<file path="src/rtl/riscv_regfile_wb_arb_pkg.sv">
// rtl/riscv_regfile_wb_arb_pkg.sv - shared RV32I widths used by the regfile writeback arbiter
`ifndef XLEN
`define XLEN 32
`endif

package riscv_regfile_wb_arb_pkg;

  // Register index width of the RV32I integer register file (x0..x31)
  localparam int unsigned REGIDX_W = 5;

  // Starvation counter width; bounds the legal P_STARVE_MAX range
  localparam int unsigned STARVE_W = 4;

endpackage

</file>
<file path="src/rtl/riscv_regfile_wb_arb.sv">
// rtl/riscv_regfile_wb_arb.sv - two-source writeback arbiter in front of the RV32I regfile write port
`ifndef XLEN
`define XLEN 32
`endif

module riscv_regfile_wb_arb
  import riscv_regfile_wb_arb_pkg::*;
#(
  parameter int P_STARVE_MAX = 3
) (
  input  logic                i_clk,
  input  logic                i_rstn,
  input  logic                i_wb0_valid,
  output logic                o_wb0_ready,
  input  logic [REGIDX_W-1:0] i_wb0_addr,
  input  logic [`XLEN-1:0]    i_wb0_data,
  input  logic                i_wb1_valid,
  output logic                o_wb1_ready,
  input  logic [REGIDX_W-1:0] i_wb1_addr,
  input  logic [`XLEN-1:0]    i_wb1_data,
  output logic                o_regfile_rd_wen,
  output logic [REGIDX_W-1:0] o_regfile_rd_addr,
  output logic [`XLEN-1:0]    o_regfile_rd_data,
  output logic [STARVE_W-1:0] o_starve_cnt
);

  localparam logic [STARVE_W-1:0] STARVE_MAX = STARVE_W'(P_STARVE_MAX);

  logic                starve_full;
  logic                grant0;
  logic                grant1;
  logic                xfer;
  logic [REGIDX_W-1:0] sel_addr;
  logic [`XLEN-1:0]    sel_data;

  logic [STARVE_W-1:0] starve_cnt_d, starve_cnt_q;
  logic                wen_d, wen_q;
  logic [REGIDX_W-1:0] addr_d, addr_q;
  logic [`XLEN-1:0]    data_d, data_q;

  // Zero-cycle grant: source 0 wins unless source 1 has lost P_STARVE_MAX cycles in a row
  always_comb begin
    starve_full = (starve_cnt_q == STARVE_MAX);
    grant1      = i_wb1_valid && (!i_wb0_valid || starve_full);
    grant0      = i_wb0_valid && !grant1;
    xfer        = grant0 || grant1;
    sel_addr    = grant1 ? i_wb1_addr : i_wb0_addr;
    sel_data    = grant1 ? i_wb1_data : i_wb0_data;
  end

  // Next-state for the starvation counter and the write-port register
  always_comb begin
    starve_cnt_d = starve_cnt_q;
    wen_d        = 1'b0;
    addr_d       = addr_q;
    data_d       = data_q;
    // Counter only measures an unbroken run of losing cycles for source 1
    if (!i_wb1_valid || grant1) begin
      starve_cnt_d = '0;
    end else if (starve_cnt_q < STARVE_MAX) begin
      starve_cnt_d = starve_cnt_q + STARVE_W'(1);
    end
    // x0 writes are accepted but never raise the regfile write enable
    if (xfer) begin
      wen_d  = (sel_addr != '0);
      addr_d = sel_addr;
      data_d = sel_data;
    end
  end

  // State register; reset drops any write not yet captured by the regfile
  always_ff @(posedge i_clk or negedge i_rstn) begin
    if (!i_rstn) begin
      starve_cnt_q <= '0;
      wen_q        <= 1'b0;
      addr_q       <= '0;
      data_q       <= '0;
    end else begin
      starve_cnt_q <= starve_cnt_d;
      wen_q        <= wen_d;
      addr_q       <= addr_d;
      data_q       <= data_d;
    end
  end

  assign o_wb0_ready       = grant0;
  assign o_wb1_ready       = grant1;
  assign o_regfile_rd_wen  = wen_q;
  assign o_regfile_rd_addr = addr_q;
  assign o_regfile_rd_data = data_q;
  assign o_starve_cnt      = starve_cnt_q;

endmodule

</file>
<file path="config.mk">
export PLATFORM = sky130hd
export DESIGN_NAME = riscv_regfile_wb_arb
export DESIGN_NICKNAME = d
export VERILOG_FILES = /design/src/rtl/riscv_regfile_wb_arb_pkg.sv /design/src/rtl/riscv_regfile_wb_arb.sv
export SDC_FILE = /design/constraint.sdc
export NUM_CORES = 1
export LEC_CHECK = 0
export ABC_AREA = 0
export BUFFER_PORTS_ARGS = -buffer_cell sky130_fd_sc_hd__clkbuf_2
export CAP_MARGIN = 25
export CELL_PAD_IN_SITES_DETAIL_PLACEMENT = 2
export CELL_PAD_IN_SITES_GLOBAL_PLACEMENT = 2
export CORE_ASPECT_RATIO = 1.75
export CORE_MARGIN = 10
export CORE_UTILIZATION = 24
export CTS_BUF_LIST = sky130_fd_sc_hd__clkbuf_16
export DETAILED_ROUTE_END_ITERATION = 16
export GPL_TIMING_DRIVEN = 1
export PLACE_DENSITY_LB_ADDON = 0.1
export SYNTH_ARGS = -nofsm -noshare
export SYNTH_HDL_FRONTEND = slang
export SYNTH_SLANG_ARGS = --single-unit
</file>
<file path="constraint.sdc">
create_clock -name i_clk -period 2 [get_ports i_clk]
set_input_delay 0.1 -clock i_clk [delete_from_list [all_inputs] [get_ports i_clk]]
set_output_delay 0.1 -clock i_clk [all_outputs]
set_load 0.01 [all_outputs]
</file>
==> impl_metrics.env, run 1 <==
export IMPL_vias_per_cell=4.95
export IMPL_die_h_um=138
export IMPL_p_leak_nw=1.46
export IMPL_arrival_ns=1.68
export IMPL_io_buffers=121
export IMPL_max_slew_margin_pct=52.0
export IMPL_cap_violations=0
export IMPL_crit_type="flip-flop to output port"
export IMPL_netlist_top_cells_count="dfrtp_1 (42), a221o_1 (32), and2_1 (32), buf_2 (8), a21oi_1 (7)"
export IMPL_core_mm2=0.00786
export IMPL_finalPower_mw=2.29
export IMPL_wl_per_cell_um=20.8
export IMPL_yosysTopAreaCellShare_pct=55.0
export IMPL_clock_sinks=42
export IMPL_dr_pass1_iters=4
export IMPL_async_flop_share_pct=100
export IMPL_dieArea_mm2=0.0121
export IMPL_synth_ff_type="dfrtp_1"
export IMPL_ctsLongestPathBuffers=2
export IMPL_clkLatencyLatePin_ns=0.29
export IMPL_pre_cts_ws_ns=0.389
export IMPL_fmax_ghz=0.562
export IMPL_die_x_um=87.4
export IMPL_final_nets=363
export IMPL_fin_crit_sh_pct=88.9
export IMPL_r2r_end="o_regfile_rd_data[16]"
export IMPL_n_fill_cell=869
export IMPL_synth_top_cells_by_area="dfrtp_1 (55%), a221o_1 (17%), and2_1 (10%)"
export IMPL_grt_pass1_vias=2232
export IMPL_vias=1856
export IMPL_synth_most_common_cell="dfrtp_1"
export IMPL_area_delta_synth_final_pct=46.0
export IMPL_ys_types=23
export IMPL_setup_violations=0
export IMPL_synth_fp_nets=239
export IMPL_path_max_fanout=20
export IMPL_crit_required_ns=1.90
export IMPL_slew_violations=0
export IMPL_rsz0062_at_grt="no"
export IMPL_yosys_area_top_type="dfrtp_1"
export IMPL_reg2reg_slack_ns=0.30
export IMPL_synth_edf_count=0
export IMPL_ys_seq_elements=42
export IMPL_netlist_instances=160
export IMPL_worstMarginPinSlew_ns=0.720
export IMPL_ff_latch_area_mm2=0.00105
export IMPL_antenna_found_initial=0
export IMPL_syn_cell_area_mm2=0.00191
export IMPL_holdCritStartpoint="i_wb1_data[28]"
export IMPL_outcome="complete, no violations"
export IMPL_min_period_ns=1.78
export IMPL_routed_wl_mm=7.80
export IMPL_hold_depth=2
export IMPL_antenna_cells=0
export IMPL_post_cts_resized=0
export IMPL_placed_area_mm2=0.00261
export IMPL_cts_made_buffers=5
export IMPL_dpl_hpwl_mm=6.00
export IMPL_cts_htree_levels=2
export IMPL_timing_final_ws_setup_ns=0.221
export IMPL_power_density_mw_per_mm2=819
export IMPL_io_pins=122
export IMPL_row_count=43
export IMPL_cts_tree="yes"
export IMPL_worst_setup_path_start_kind="flip-flop"
export IMPL_grt_pass1_wl_mm=12.4
export IMPL_multi_input_area_um2=773
export IMPL_start_util_pct=24.3
export IMPL_clock_root_buffer="clkbuf_16"
export IMPL_hold_violations=0
export IMPL_gp_congestion=0.721
export IMPL_grt_max_degree=40
export IMPL_yosysSeqAreaShare_pct=55.0
export IMPL_fin_area_mm2=0.00279
export IMPL_syn_avg_cell_area_um2=11.9
export IMPL_overflow=0
export IMPL_rr_worst_depth=4
export IMPL_ant_nets=0
export IMPL_critPathCaptureType="output port"
export IMPL_drc=0
export IMPL_min_to="o_regfile_rd_data[28]"
export IMPL_skew_ns=0.00439
export IMPL_tns_ns=0
export IMPL_grt_total_usage_pct=12.9
export IMPL_r2r_start="o_starve_cnt[0]"
export IMPL_min_path_type="input port to flip-flop"
export IMPL_drive_gt1_share_pct=50.5
export IMPL_yosysWarnings=0
export IMPL_ir_drop_mv=0.311
export IMPL_drtIter0Drc=40
export IMPL_clk_pin_slew_worst_paths_ns=0.06
[worst max-delay path: stages, from the launching register on]
cell       delay (ns)
dfrtp_1          0.40
ha_1             0.23
nand4bb_1        0.20
and2_4           0.36
clkbuf_2         0.19
[registers in the layout (all words and copies together), names as in the netlist]
signal             count
o_regfile_rd_addr      5
o_regfile_rd_data     32
o_regfile_rd_wen       1
o_starve_cnt           4
[timing repair]
| action | CTS | global route |
|---|---|---|
| endpoints found under the setup margin | 0 | 1 |
| endpoints found under the hold margin | 25 | 0 |
| hold buffers | 1 | 0 |
| buffers inserted | 0 | 0 |
[cell type report]
cell class,count,share of cell area (%)
Clock buffer,5,4.48
Inverter,6,0.807
Sequential cell,42,37.7
Timing Repair Buffer,129,23.9
Multi-Input combinational cell,100,27.7
Tap cell,90,4.04
Clock inverter,3,1.35
[metal layers]
| layer | GRT usage, % | part of all wire, % |
|---|---|---|
| met1 | 13.9 | 39 |
| met2 | 21.3 | 49 |
| met3 | 6.06 | 11 |
| met4 | 4.22 | 1.7 |
| met5 | 0 | 0 |
[how the worst max path moves through the flow]
stage	from	end
floorplan	o_starve_cnt[0]	o_regfile_rd_data[0]
global placement	o_starve_cnt[0]	o_wb0_ready
detailed placement	o_starve_cnt[0]	o_wb0_ready
CTS	o_starve_cnt[0]	o_wb0_ready
global route	o_starve_cnt[0]	o_wb0_ready
finish	o_starve_cnt[0]	o_wb0_ready
[stage by stage]
step / utilization, % / std cells / hold slack [ns]
final: 35.5 / 375 / 0.0389
after CTS: 35.4 / 374 / 0.0343
after floorplan: - / 160 / -0.196
after global routing: 35.5 / 375 / 0.0323
after global placement: 33.2 / 365 / 0.200
after detailed placement: 33.2 / 365 / 0.203
[cells in the final DEF, fill, tap and decap left out, types with 2 or more instances in the layout]
| cell | n |
|---|---|
| dfrtp_1 | 42 |
| inv_1 | 8 |
| clkbuf_16 | 5 |
| o21ai_0 | 2 |
| nor3_1 | 2 |
| buf_4 | 7 |
| a221o_1 | 32 |
| nand2_1 | 2 |
| mux2_2 | 5 |
| o22ai_1 | 5 |
| clkbuf_2 | 121 |
| a21oi_1 | 7 |
| and2_1 | 32 |
| and3_1 | 2 |
[cells by family (layout without fill, tap and decap cells)]
logic type	Yosys count	in the layout	synth area share, %
buf+inv	19	143	5.04
flops	42	42	55.0
simple gates	45	46	14.7
fa+ha+maj	1	1	0.655
mux	5	5	2.95
compound gates	48	48	21.7
[power breakdown]
| part | internal [mW] | switching [mW] |
|---|---|---|
| sequential | 0.926 | 0.0393 |
| combinational | 0.201 | 0.206 |
| clock | 0.580 | 0.333 |
No activity file was read; power rests on OpenSTA's default activity.
==> run 2, diff against run 1 <==
--- a/config.mk
+++ b/config.mk
@@ -6,15 +6,15 @@
 export NUM_CORES = 1
 export LEC_CHECK = 0
 export ABC_AREA = 0
-export BUFFER_PORTS_ARGS = -buffer_cell sky130_fd_sc_hd__clkbuf_2
 export CAP_MARGIN = 25
 export CELL_PAD_IN_SITES_DETAIL_PLACEMENT = 2
 export CELL_PAD_IN_SITES_GLOBAL_PLACEMENT = 2
 export CORE_ASPECT_RATIO = 1.75
 export CORE_MARGIN = 10
-export CORE_UTILIZATION = 24
+export CORE_UTILIZATION = 35
 export CTS_BUF_LIST = sky130_fd_sc_hd__clkbuf_16
 export DETAILED_ROUTE_END_ITERATION = 16
+export DONT_BUFFER_PORTS = 1
 export GPL_TIMING_DRIVEN = 1
 export PLACE_DENSITY_LB_ADDON = 0.1
 export SYNTH_ARGS = -nofsm -noshare
==> run 2 against run 1 <==
  * Count of clock-buffer cells in the layout is the same
  * Utilization up 19 points
  * Final cell count shrank 18%
  * Sequential share of layout area shrank 1.1 points
  * Critical path type unchanged
  * Critical path depth fell by 1
  * Worst hold slack lost 0.025 ns
  * Routed wire length is 4.6% higher
  * Non-clock buffer count is 51 lower
  * Register-to-register slack got worse by 0.04 ns
  * Combinational power down 20%
==> impl_metrics.env, run 2 (synthesis gave the netlist of run 1 again) <==
export IMPL_drive_gt1_share_pct=9.01
export IMPL_die_h_um=118
export IMPL_min_period_ns=1.77
export IMPL_grt_pass1_wl_mm=12.7
export IMPL_min_path_type="input port to flip-flop"
export IMPL_cap_violations=0
export IMPL_n_fill_cell=486
export IMPL_rsz0062_at_grt="no"
export IMPL_ir_drop_mv=0.335
export IMPL_io_pins=122
export IMPL_crit_required_ns=1.90
export IMPL_clock_sinks=42
export IMPL_drtIter0Drc=120
export IMPL_final_cell_mix="dlygate4sd3_1 (73), dfrtp_1 (42), and2_1 (32), a221o_1 (32), a21oi_1 (7)"
export IMPL_hold_violations=0
export IMPL_path_max_fanout=39
export IMPL_fin_area_mm2=0.00287
export IMPL_critPathCaptureType="output port"
export IMPL_final_common_cell="dlygate4sd3_1"
export IMPL_clkLatencyLatePin_ns=0.28
export IMPL_p_leak_nw=1.23
export IMPL_row_count=35
export IMPL_crit_type="flip-flop to output port"
export IMPL_area_delta_synth_final_pct=50.3
export IMPL_fmax_ghz=0.565
export IMPL_final_nets=311
export IMPL_gp_congestion=0.652
export IMPL_vias=1707
export IMPL_start_util_pct=36.1
export IMPL_slew_violations=0
export IMPL_antenna_found_initial=1
export IMPL_worstMarginPinSlew_ns=0.496
export IMPL_dr_pass1_iters=4
export IMPL_dieArea_mm2=0.00893
export IMPL_core_mm2=0.00530
export IMPL_ctsLongestPathBuffers=2
export IMPL_grt_busiest_layer="met2"
export IMPL_power_density_mw_per_mm2=743
export IMPL_io_buffers=0
export IMPL_clock_root_buffer="clkbuf_16"
export IMPL_skew_ns=0.00335
export IMPL_ant_nets=0
export IMPL_placed_area_mm2=0.00195
export IMPL_fin_crit_sh_pct=88.5
export IMPL_cts_made_buffers=5
export IMPL_arrival_ns=1.67
export IMPL_setup_violations=0
export IMPL_dpl_hpwl_mm=4.55
export IMPL_routed_wl_mm=8.16
export IMPL_max_slew_margin_pct=66.9
export IMPL_grt_pass1_vias=2081
export IMPL_wl_per_cell_um=26.5
export IMPL_gr_usage_met1_pct=19.3
export IMPL_largest_reg_flops=32
export IMPL_tns_ns=0
export IMPL_outcome="complete, no violations"
export IMPL_overflow=0
export IMPL_cts_htree_levels=2
export IMPL_grtUsageMet3_pct=7.34
export IMPL_vias_per_cell=5.54
export IMPL_grt_total_usage_pct=18.8
export IMPL_gr_usage_met2_pct=33.2
export IMPL_clk_pin_slew_worst_paths_ns=0.06
export IMPL_cts_tree="yes"
export IMPL_die_x_um=75.9
export IMPL_worst_setup_path_start_kind="flip-flop"
export IMPL_drc=0
export IMPL_reg2reg_slack_ns=0.26
export IMPL_grt_max_degree=43
export IMPL_hold_slack_ns=0.0143
run 2: final cells by class:
cell class                 count  area [um2]  share of cell area (%)
antenna                        1        2.50                  0.0871
clock inverter                 3        16.3                   0.566
inverter                       6        22.5                   0.784
multi-input combinational     99         766                    26.7
sequential                    42        1050                    36.6
clock buffer                   5         125                    4.36
timing repair buffer          78         796                    27.7
tap                           74        92.6                    3.22
run 2: repair_timing:
| action | in CTS | in global routing |
|---|---|---|
| hold buffers | 74 | 0 |
| endpoints found under the hold margin | 83 | 0 |
| resized for setup | 0 | 0 |
| setup buffers | 0 | 0 |
run 2: layer usage:
metal | share of wire [%] | routed length (um) | up-vias
met5 | 0 | 0 | -
met4 | 0.76 | 62 | 0
met3 | 11 | 903 | 4
met2 | 54 | 4400 | 79
met1 | 34 | 2790 | 880
li1 | - | - | 744
run 2: power by group:
| group | switching, mW | internal, mW | leakage, nW |
|---|---|---|---|
| Combinational | 0.132 | 0.195 | 0.654 |
| Sequential | 0.104 | 0.927 | 0.510 |
| Clock | 0.320 | 0.455 | 0.0672 |
run 2: path summary, 6_finish.rpt:
kind	end	startpoint	depth (start not counted)
setup / recovery	o_wb0_ready	o_starve_cnt[0]	3
hold / removal	o_regfile_rd_addr[4]	i_wb0_valid	2
setup reg to reg	o_regfile_rd_data[20]	o_starve_cnt[0]	4
hold reg to reg	o_starve_cnt[1]	o_starve_cnt[1]	2
max in group asynchronous	o_regfile_rd_data[20]	i_rstn	2
min in group asynchronous	o_regfile_rd_data[16]	i_rstn	2
run 2: per-stage QoR:
stage	std cells	worst slack, ns	utilization (%)	power [mW]
2_1_floorplan	160	0.368	-	1.16
3_3_place_gp	224	0.390	36.9	1.20
3_5_place_dp	224	0.332	36.9	1.21
4_1_cts	306	0.259	53.9	2.15
5_1_grt	308	0.133	54.2	2.24
6_report	308	0.230	54.2	2.13
run 2: critical path: stages, from the launching register on:
cell       delay, ns
dfrtp_1         0.44
ha_1            0.25
nand4bb_1       0.18
and2_4          0.49
==> run 3, diff against run 2 <==
--- a/config.mk
+++ b/config.mk
@@ -16,7 +16,8 @@
 export DETAILED_ROUTE_END_ITERATION = 16
 export DONT_BUFFER_PORTS = 1
 export GPL_TIMING_DRIVEN = 1
-export PLACE_DENSITY_LB_ADDON = 0.1
+export PLACE_DENSITY = 0.86
+export RECOVER_POWER = 25
 export SYNTH_ARGS = -nofsm -noshare
 export SYNTH_HDL_FRONTEND = slang
 export SYNTH_SLANG_ARGS = --single-unit
==> run 3 against run 2 <==
  * Sequential cell count unchanged
  * Die area unchanged
  * Fmax decreased by 1.7%
  * Routed wire length is 12% higher
  * Power increased by 6.5%
==> impl_metrics.env, run 3 (synthesis gave the netlist of run 1 again) <==
export IMPL_grt_total_usage_pct=20.3
export IMPL_area_delta_synth_final_pct=50.4
export IMPL_cts_htree_levels=2
export IMPL_start_util_pct=36.1
export IMPL_crit_type="flip-flop to output port"
export IMPL_drc=0
export IMPL_worst_path_max_delay_cell="and2_4"
export IMPL_p_int_mw=1.70
export IMPL_skew_ns=0.0118
export IMPL_clk_pin_slew_worst_paths_ns=0.06
export IMPL_min_period_ns=1.80
export IMPL_multi_input_area_um2=766
export IMPL_min_to="o_regfile_rd_addr[0]"
export IMPL_gr_usage_met1_pct=18.5
export IMPL_antenna_found_initial=2
export IMPL_cts_made_buffers=5
export IMPL_min_path_type="input port to flip-flop"
export IMPL_io_pins=122
export IMPL_crit_required_ns=1.90
export IMPL_drive_gt1_share_pct=8.58
export IMPL_clkPwrFrac_pct=39.8
export IMPL_worstMarginPinSlew_ns=1.06
export IMPL_dieArea_mm2=0.00893
export IMPL_dpl_hpwl_mm=5.20
export IMPL_post_route_util_pct=54.2
export IMPL_switching_share_pct=25.3
export IMPL_row_count=35
export IMPL_ff_latch_area_mm2=0.00105
export IMPL_ir_drop_mv=0.532
export IMPL_grt_pass1_wl_mm=13.5
export IMPL_fin_crit_sh_pct=90.1
export IMPL_grt_max_degree=43
export IMPL_clock_root_buffer="clkbuf_16"
export IMPL_clkLatencyLatePin_ns=0.28
export IMPL_io_buffers=0
export IMPL_dp_cells=224
export IMPL_arrival_ns=1.70
export IMPL_post_cts_buffers=0
export IMPL_vias_per_cell=5.61
export IMPL_hold_slack_ns=0.0233
export IMPL_final_common_cell="dlygate4sd3_1"
export IMPL_critPathCaptureType="output port"
export IMPL_cts_tree="yes"
export IMPL_rsz0062_at_grt="no"
export IMPL_tns_ns=0
export IMPL_n_fill_cell=481
export IMPL_vias=1734
export IMPL_die_h_um=118
export IMPL_p_leak_nw=1.24
export IMPL_grtUsageMet3_pct=7.26
export IMPL_p_sw_uw=574
export IMPL_hold_depth=2
export IMPL_die_x_um=75.9
export IMPL_holdCritStartpoint="i_wb0_valid"
export IMPL_fmax_ghz=0.555
export IMPL_instances_no_fill=309
export IMPL_cp_cell_sequence="ha_1, nand4bb_1, and2_4"
export IMPL_hold_violations=0
export IMPL_max_slew_margin_pct=29.3
export IMPL_power_frac_seq_pct=45.6
export IMPL_worst_setup_path_start_kind="flip-flop"
export IMPL_gp_congestion=0.676
export IMPL_core_mm2=0.00530
export IMPL_routed_wl_mm=9.11
export IMPL_ctsLongestPathBuffers=2
export IMPL_cap_violations=0
export IMPL_outcome="complete, no violations"
export IMPL_slew_violations=0
export IMPL_path_max_fanout=39
export IMPL_critPathMaxStageDelay_ns=0.50
export IMPL_final_nets=311
export IMPL_power_frac_comb_pct=14.6
export IMPL_r2r_end="o_regfile_rd_data[2]"
export IMPL_ant_nets=0
export IMPL_wl_per_cell_um=29.5
export IMPL_worstSetupStartpoint="o_starve_cnt[0]"
export IMPL_power_density_mw_per_mm2=791
export IMPL_grt_pass1_vias=2175
export IMPL_reg2reg_slack_ns=0.21
export IMPL_final_cell_mix="dlygate4sd3_1 (73), dfrtp_1 (42), and2_1 (32), a221o_1 (32), inv_1 (8)"
export IMPL_gr_usage_met2_pct=38.4
export IMPL_dr_pass1_iters=4
export IMPL_largest_reg_flops=32
export IMPL_setup_violations=0
export IMPL_r2r_start="o_starve_cnt[0]"
export IMPL_grt_busiest_layer="met2"
export IMPL_drtIter0Drc=128
export IMPL_overflow=0
export IMPL_clock_sinks=42
export IMPL_rr_worst_depth=4
-- run 3: worst max-delay path, delay by kind of cell, from the launching register on --
kind | cells | cell delay (ns)
simple gates | 2 | 0.69
fa+ha+maj | 1 | 0.27
flops | 1 | 0.45
-- run 3: what timing repair did --
action | 4_1_cts | 5_1_grt
gates resized for setup | 0 | 0
endpoints found under the hold margin | 83 | 0
hold buffers | 74 | 0
-- run 3: worst max-delay path by stage --
stage	slack, ns	endpoint	cells after the start
2_1_floorplan	0.37	o_regfile_rd_data[0]	7
3_3_place_gp	0.41	o_regfile_rd_data[2]	5
3_5_place_dp	0.29	o_regfile_rd_data[28]	4
4_1_cts	0.24	o_wb0_ready	3
5_1_grt	0.14	o_wb0_ready	3
6_report	0.20	o_wb0_ready	3
-- run 3: power groups by stage --
stage	logic, mW	registers (mW)	clock network [mW]
4_1_cts	0.315	1.03	0.916
5_1_grt	0.359	1.05	0.953
3_5_place_dp	0.171	1.05	0
3_3_place_gp	0.154	1.04	0
6_report	0.331	1.04	0.904
2_1_floorplan	0.149	1.01	0
-- run 3: final cells by class --
class,count,area share (%)
multi-input combinational,99,26.7
clock inverter,3,1.31
clock buffer,5,4.36
tap,74,3.22
timing repair buffer,78,26.9
inverter,6,0.784
sequential,42,36.6
antenna,2,0.174
-- run 3: metal layers --
layer / vias to the layer above / part of all wire [%]
li1: 744 / -
met3: 10 / 9.8
met1: 891 / 30
met5: - / 0
met2: 89 / 58
met4: 0 / 1.4
-- run 3: stage by stage --
| stage | instance area, um2 | setup WS [ns] | power (mW) |
|---|---|---|---|
| after detailed placement | 1950 | 0.291 | 1.22 |
| after CTS | 2870 | 0.241 | 2.26 |
| final | 2870 | 0.199 | 2.27 |
| after global placement | 1950 | 0.412 | 1.20 |
| after global routing | 2870 | 0.143 | 2.36 |
| after floorplan | 1910 | 0.368 | 1.16 |
